===== config.mk =====
export PLATFORM = sky130hd
export DESIGN_NAME = spi_slave_rx_flat
export DESIGN_NICKNAME = d
export VERILOG_FILES = /design/src/rtl/spi_pkg.sv /design/src/rtl/spi_slave_rx_if.sv /design/src/rtl/spi_rx_fifo.sv /design/src/rtl/spi_slave_rx.sv /design/src/flat_wrapper.sv
export SDC_FILE = /design/constraint.sdc
export NUM_CORES = 1
export LEC_CHECK = 0
export ABC_AREA = 0
export ABC_CLOCK_PERIOD_IN_PS = 2150
export CORE_AREA = 10 10 82 84
export DETAILED_ROUTE_END_ITERATION = 8
export DIE_AREA = 0 0 92 94
export HOLD_SLACK_MARGIN = 0.08
export PLACE_DENSITY = 0.71
export SLEW_MARGIN = 30
export SYNTH_ARGS = -nofsm -noshare
export SYNTH_HDL_FRONTEND = slang
export SYNTH_SLANG_ARGS = --single-unit

===== constraint.sdc =====
create_clock -name CLOCK_50 -period 2.15 [get_ports CLOCK_50]
set_clock_uncertainty 0.2 [all_clocks]
set_input_delay 0.215 -clock CLOCK_50 [delete_from_list [all_inputs] [get_ports CLOCK_50]]
set_output_delay 0.215 -clock CLOCK_50 [all_outputs]
set_load 0.005 [all_outputs]

===== src/rtl/spi_pkg.sv =====
// Shared sizing constants for the SPI slave receiver and its byte FIFO.
package spi_pkg;
   localparam int SPI_DATA_W      = 8;
   localparam int SPI_FIFO_DEPTH  = 4;
   localparam int SPI_SYNC_STAGES = 2;
   localparam int SPI_BIT_W       = $clog2(SPI_DATA_W);
   localparam int SPI_PTR_W       = $clog2(SPI_FIFO_DEPTH);
   localparam int SPI_CNT_W       = $clog2(SPI_FIFO_DEPTH + 1);

   typedef logic [SPI_DATA_W-1:0] spi_byte_t;
endpackage


===== src/rtl/spi_slave_rx_if.sv =====
// Pin-level SPI inputs plus the FIFO read / status side of the receiver.
interface spi_slave_rx_if;
   import spi_pkg::*;

   logic                 GPIO_1_2;
   logic                 GPIO_1_0;
   logic                 GPIO_1_1;
   logic                 rd_en;
   logic                 err_clr;
   spi_byte_t            rd_data;
   logic                 empty;
   logic                 full;
   logic [SPI_CNT_W-1:0] count;
   logic                 frame_err;
   logic                 overrun_err;
   logic                 busy;

   modport slave (
      input  GPIO_1_2, GPIO_1_0, GPIO_1_1, rd_en, err_clr,
      output rd_data, empty, full, count, frame_err, overrun_err, busy
   );

   modport master (
      output GPIO_1_2, GPIO_1_0, GPIO_1_1, rd_en, err_clr,
      input  rd_data, empty, full, count, frame_err, overrun_err, busy
   );
endinterface


===== src/rtl/spi_rx_fifo.sv =====
// Small synchronous byte FIFO; a write into a full FIFO succeeds when a pop happens in the same cycle.
module spi_rx_fifo
   import spi_pkg::*;
(
   input  logic                 clk,
   input  logic                 rst,
   input  logic                 wr_en,
   input  spi_byte_t            wr_data,
   input  logic                 rd_en,
   output spi_byte_t            rd_data,
   output logic                 empty,
   output logic                 full,
   output logic [SPI_CNT_W-1:0] count
);
   spi_byte_t            mem [SPI_FIFO_DEPTH];
   logic [SPI_PTR_W-1:0] wr_ptr;
   logic [SPI_PTR_W-1:0] rd_ptr;
   logic                 push;
   logic                 pop;

   assign empty = (count == '0);
   assign full  = (count == SPI_CNT_W'(SPI_FIFO_DEPTH));
   assign pop   = rd_en & ~empty;
   assign push  = wr_en & (~full | pop);
   // Head is gated so the output reads zero whenever nothing is stored.
   assign rd_data = empty ? '0 : mem[rd_ptr];

   always_ff @(posedge clk or posedge rst) begin
      if (rst) begin
         wr_ptr <= '0;
         rd_ptr <= '0;
         count  <= '0;
      end else begin
         if (push) wr_ptr <= wr_ptr + 1'b1;
         if (pop)  rd_ptr <= rd_ptr + 1'b1;
         if (push && !pop)      count <= count + 1'b1;
         else if (!push && pop) count <= count - 1'b1;
      end
   end

   always_ff @(posedge clk) begin
      if (push) mem[wr_ptr] <= wr_data;
   end
endmodule


===== src/rtl/spi_slave_rx.sv =====
// SPI mode-0 style receive-only slave: pin synchronizers, SCLK-fall sampling, byte assembly
// into a 4-deep FIFO, and sticky frame/overrun error flags.
module spi_slave_rx
   import spi_pkg::*;
(
   input  logic           CLOCK_50,
   input  logic           rst,
   spi_slave_rx_if.slave  bus
);
   logic [SPI_SYNC_STAGES-1:0] sclk_sync;
   logic [SPI_SYNC_STAGES-1:0] mosi_sync;
   logic [SPI_SYNC_STAGES-1:0] ss_sync;
   logic                       sclk_h;
   logic                       ss_h;
   logic                       sclk_s;
   logic                       mosi_s;
   logic                       ss_s;

   logic                       fall_p0;
   logic                       vld_p1;
   logic                       ss_fall;
   logic                       ss_rise;
   logic                       end_pend;
   logic                       frame_chk;
   logic [SPI_BIT_W-1:0]       bit_cnt;
   logic [SPI_DATA_W-2:0]      shreg;
   spi_byte_t                  byte_p1;
   logic                       byte_done;
   logic                       drop;
   logic                       fifo_full;
   logic                       frame_err;
   logic                       overrun_err;

   // Stage p0: synchronize pins, keep one history flop for edge detection
   always_ff @(posedge CLOCK_50 or posedge rst) begin
      if (rst) begin
         sclk_sync <= '0;
         mosi_sync <= '0;
         ss_sync   <= '1;
         sclk_h    <= 1'b0;
         ss_h      <= 1'b1;
      end else begin
         sclk_sync <= {sclk_sync[SPI_SYNC_STAGES-2:0], bus.GPIO_1_2};
         mosi_sync <= {mosi_sync[SPI_SYNC_STAGES-2:0], bus.GPIO_1_0};
         ss_sync   <= {ss_sync[SPI_SYNC_STAGES-2:0], bus.GPIO_1_1};
         sclk_h    <= sclk_s;
         ss_h      <= ss_s;
      end
   end

   assign sclk_s  = sclk_sync[SPI_SYNC_STAGES-1];
   assign mosi_s  = mosi_sync[SPI_SYNC_STAGES-1];
   assign ss_s    = ss_sync[SPI_SYNC_STAGES-1];
   // Gating on the SS history keeps the fall that lands together with the SS rise.
   assign fall_p0 = ~sclk_s & sclk_h & ~ss_h;
   assign ss_fall = ~ss_s & ss_h;
   assign ss_rise = ss_s & ~ss_h;

   // Stage p1: sample MOSI one cycle after the detected fall
   assign byte_p1   = {shreg, mosi_s};
   assign byte_done = vld_p1 & (bit_cnt == SPI_BIT_W'(SPI_DATA_W - 1));
   assign drop      = byte_done & fifo_full & ~bus.rd_en;
   // The end-of-frame check waits until any sample still in flight has landed.
   assign frame_chk = end_pend & ~vld_p1 & ~ss_fall;

   always_ff @(posedge CLOCK_50 or posedge rst) begin
      if (rst) begin
         vld_p1      <= 1'b0;
         bit_cnt     <= '0;
         shreg       <= '0;
         end_pend    <= 1'b0;
         frame_err   <= 1'b0;
         overrun_err <= 1'b0;
      end else begin
         vld_p1 <= fall_p0;
         if (ss_fall) begin
            bit_cnt <= '0;
            shreg   <= '0;
         end else if (vld_p1) begin
            bit_cnt <= bit_cnt + 1'b1;
            shreg   <= byte_p1[SPI_DATA_W-2:0];
         end else if (frame_chk) begin
            bit_cnt <= '0;
            shreg   <= '0;
         end
         end_pend    <= ss_rise | (end_pend & ~frame_chk & ~ss_fall);
         frame_err   <= ~bus.err_clr & (frame_err | (frame_chk & (bit_cnt != '0)));
         overrun_err <= ~bus.err_clr & (overrun_err | drop);
      end
   end

   spi_rx_fifo u_fifo (
      .clk     (CLOCK_50),
      .rst     (rst),
      .wr_en   (byte_done),
      .wr_data (byte_p1),
      .rd_en   (bus.rd_en),
      .rd_data (bus.rd_data),
      .empty   (bus.empty),
      .full    (fifo_full),
      .count   (bus.count)
   );

   assign bus.full        = fifo_full;
   assign bus.frame_err   = frame_err;
   assign bus.overrun_err = overrun_err;
   assign bus.busy        = ~ss_s;
endmodule


===== src/flat_wrapper.sv =====
// flat-port wrapper written by rule: the top's interface ports become plain ports
module spi_slave_rx_flat import spi_pkg::*;
  (CLOCK_50, rst, bus_GPIO_1_2, bus_GPIO_1_0, bus_GPIO_1_1, bus_rd_en, bus_err_clr, bus_rd_data, bus_empty, bus_full, bus_count, bus_frame_err, bus_overrun_err, bus_busy);
  spi_slave_rx_if bus_i ();
  input  logic CLOCK_50;
  input  logic rst;
  input wire logic [$bits(bus_i.GPIO_1_2)-1:0] bus_GPIO_1_2;
  input wire logic [$bits(bus_i.GPIO_1_0)-1:0] bus_GPIO_1_0;
  input wire logic [$bits(bus_i.GPIO_1_1)-1:0] bus_GPIO_1_1;
  input wire logic [$bits(bus_i.rd_en)-1:0] bus_rd_en;
  input wire logic [$bits(bus_i.err_clr)-1:0] bus_err_clr;
  output wire logic [$bits(bus_i.rd_data)-1:0] bus_rd_data;
  output wire logic [$bits(bus_i.empty)-1:0] bus_empty;
  output wire logic [$bits(bus_i.full)-1:0] bus_full;
  output wire logic [$bits(bus_i.count)-1:0] bus_count;
  output wire logic [$bits(bus_i.frame_err)-1:0] bus_frame_err;
  output wire logic [$bits(bus_i.overrun_err)-1:0] bus_overrun_err;
  output wire logic [$bits(bus_i.busy)-1:0] bus_busy;
  assign bus_i.GPIO_1_2 = bus_GPIO_1_2;
  assign bus_i.GPIO_1_0 = bus_GPIO_1_0;
  assign bus_i.GPIO_1_1 = bus_GPIO_1_1;
  assign bus_i.rd_en = bus_rd_en;
  assign bus_i.err_clr = bus_err_clr;
  assign bus_rd_data = bus_i.rd_data;
  assign bus_empty = bus_i.empty;
  assign bus_full = bus_i.full;
  assign bus_count = bus_i.count;
  assign bus_frame_err = bus_i.frame_err;
  assign bus_overrun_err = bus_i.overrun_err;
  assign bus_busy = bus_i.busy;
  spi_slave_rx u_core (.CLOCK_50(CLOCK_50), .rst(rst), .bus(bus_i));
endmodule

==> results.cfg <==
[outcome]
status = finished with violations
violations = setup timing

[worst_setup_path]
r2r_start = u_core.u_fifo.count[2]
crit_family = adder cells
worstSetupPathType = register to register
slowest_stage = dfrtp_1
cp-end-kind = register
cp.depth = 10
crit_path_start_kind = register
reg2reg_slack_ns = -0.01
worstPathRequired_ns = 2.20
worstPathArrival_ns = 2.22
max_stage_delay_ns = 0.41
path_cells = buf_6 > nor3b_4 > buf_6 > a21oi_4 > ha_4 > inv_2 > fa_2 > xor2_1 > nor2_1 > xor2_1
reg2reg_depth = 10
cp_num_buf_inv = 3
cp_max_fo = 3
crit_start = u_core.u_fifo.count[2]

[global_route]
antenna_found_initial = 0
grt_pass1_wl_um = 7362
track_usage_pct = 11.22
overflow = 0
grt_pass1_vias = 1443
grt_start_max_net_pins = 30

[yosys]
yosysTopAreaCellShare_pct = 39.14
synth_top_flop_cell = edfxtp_1
synth_area_mm2 = 0.002455
avgSynthCellArea_um2 = 17.17
synth-seq-area-share_pct = 68.86
synth_edf_count = 32
synth-seq-cells = 61
synth_commonest_cells = edfxtp_1 (32), dfrtp_1 (26), and2_1 (12)
synth_cells = 143
yosysWarnings = 0
synth_cell_types = 30
syn-num-nets = 159
synthArstFlopShare_pct = 47.54
yosys.cell_count.top_type = edfxtp_1
post-synth-top-area-cell = edfxtp_1
synth_area_leaders = edfxtp_1 (39%), dfrtp_1 (27%), mux4_2 (7.3%)

[timing]
max_freq_ghz = 0.4619
period_share_pct = 100.7
fin_crit_ns = 2.165
rsz0062_at_grt = yes
worstMarginPinSlew_ns = 0.4409
setup_violations = 1
slew_violations = 0
setup_ws_ns = -0.01481
hold_violations = 0
relSlewSlack_pct = 70.61

[floorplanning]
die_y_um = 94
die-area_mm2 = 0.008648
boundaryPins = 23
start_util_pct = 48.37
dieWidth_um = 92
num_rows = 26
core-area_mm2 = 0.005075

[routing]
vias = 1340
firstDrtPassIters = 4
via_per_inst = 4.945
drc = 0
ant_nets = 0
totalWireLength_um = 4553
drtIter0Drc = 109
wl_per_cell_um = 16.80

[cells_and_area]
final_nets = 212
drive_above_1_share_pct = 36.82
final_area_mm2 = 0.003138
instances_no_fill = 271
fillers = 414
area_delta_synth_final_pct = 27.83
diodes = 0

[hold_path]
hp-start = bus_GPIO_1_1
hold_path_class = input port to register
min_path_cells = 1

[placed_design]
place_ws_ns = -0.09054
port_buffers = 22
gp_congestion = 0.7337
dp.cells = 245
place_area_mm2 = 0.002882
dp_hpwl_um = 2878

[pwr]
power_w = 0.003244
p_per_area_mw_per_mm2 = 1034
peakVddDrop_uv = 660.0
p_leak_nw = 1.319

[clock_tree]
clockBufferDepth = 2
cts_tree = built
cts_sinks = 61
clkTransAtPathRegs_ns = 0.06
clk_latency_ns = 0.33
h-tree-depth = 3
root_buffer = clkbuf_8
cts_buffers = 9

[flow_run]
maxCapViolCount = 0
==> sequential cells by signal (all words and copies together), names as in the netlist <==
signal,flops
u_core.bus.overrun_err,1
u_core.shreg,7
u_core.end_pend,1
u_core.ss_h,1
u_core.sclk_sync,2
u_core.vld_p1,1
u_core.u_fifo.wr_ptr,2
u_core.bus.frame_err,1
u_core.mosi_sync,2
u_core.sclk_h,1
u_core.u_fifo.rd_ptr,2
u_core.bit_cnt,3
u_core.ss_sync,2
u_core.u_fifo.count,3
u_core.u_fifo.mem,32
==> cells in the final DEF (no fill, tap or decap), types with 2 or more instances in the layout <==
master / n
a22o_1: 9
a41oi_1: 2
and2_1: 11
buf_2: 7
buf_4: 17
buf_6: 5
clkbuf_8: 10
clkdlybuf4s50_1: 12
clkinv_2: 4
dfrtp_1: 25
dfstp_2: 3
dlygate4sd2_1: 2
edfxtp_1: 32
ha_1: 5
ha_4: 2
inv_1: 9
mux2_4: 2
mux4_2: 8
nand2_2: 2
nand2b_1: 2
nor2_1: 4
nor3b_1: 2
xnor2_1: 4
xor2_1: 2
==> metrics by stage <==
stage / TNS (ns) / hold slack (ns) / util [%]
final: -0.01481 / 0.09596 / 61.83
after global routing: -0.4108 / 0.09224 / 61.83
after CTS: -0.3319 / 0.08616 / 62.23
after detailed placement: -0.09252 / 0.1425 / 56.78
after global placement: 0 / 0.1329 / 56.78
after floorplan: -0.01410 / 0.01948 / -
==> per-layer routing <==
metal,up-vias,share of wire [%],global-route usage [%]
li1,625,-,-
met1,671,43,13.00
met2,37,50,17.59
met3,7,5.4,4.077
met4,0,1.6,6.555
met5,-,0,0
==> layout make-up <==
class,instances,area [µm²],area share [%]
sequential,61,1692,53.91
multi-input combinational,68,743.2,23.68
timing repair buffer,46,386.6,12.32
clock buffer,11,141.4,4.506
tap,70,87.58,2.791
clock inverter,5,50.05,1.595
inverter,10,37.54,1.196
==> power by group <==
group,switching [W],internal (W)
registers,0.0000933,0.00129
logic,0.000334,0.000550
clock network,0.000414,0.000559
==> worst register-to-register path, stage by stage (launching register included) <==
cell and delay, ns:
dfrtp_1 0.41, buf_6 0.13, nor3b_4 0.15, buf_6 0.11, a21oi_4 0.14, ha_4 0.16, inv_2 0.04, fa_2 0.33
xor2_1 0.14, nor2_1 0.12, xor2_1 0.16
==> logic make-up (layout without fill, tap and decap cells) <==
group	after synthesis	in the layout	synth area share, %
DFF	61	61	68.86
muxes	10	10	8.409
buffers and inverters	14	72	2.854
xor gates and xnor gates	6	6	2.141
adders and majority gates	9	9	4.893
and+or+nand+nor	29	29	8.155
AOI/OAI and AO/OA	14	14	4.689
==> timing repair <==
action / in CTS / in global routing
resized for setup: 39 / 5
endpoints found under the setup margin: 12 / 32
cloned: 1 / 0
endpoints found under the hold margin: 26 / 0
pin swaps: 9 / 6
hold buffers: 1 / 0
buffers inserted: 7 / 3
==> final timing paths <==
| check | end |
|---|---|
| max reg2reg | u_core.u_fifo.count[2] |
| min reg2reg | u_core.mosi_sync[1] |
| max in group asynchronous | u_core.ss_sync[1] |
| max | u_core.u_fifo.count[2] |
| min | u_core.ss_sync[0] |
| min in group asynchronous | u_core.u_fifo.rd_ptr[1] |
No activity file was read; power rests on OpenSTA's default activity.
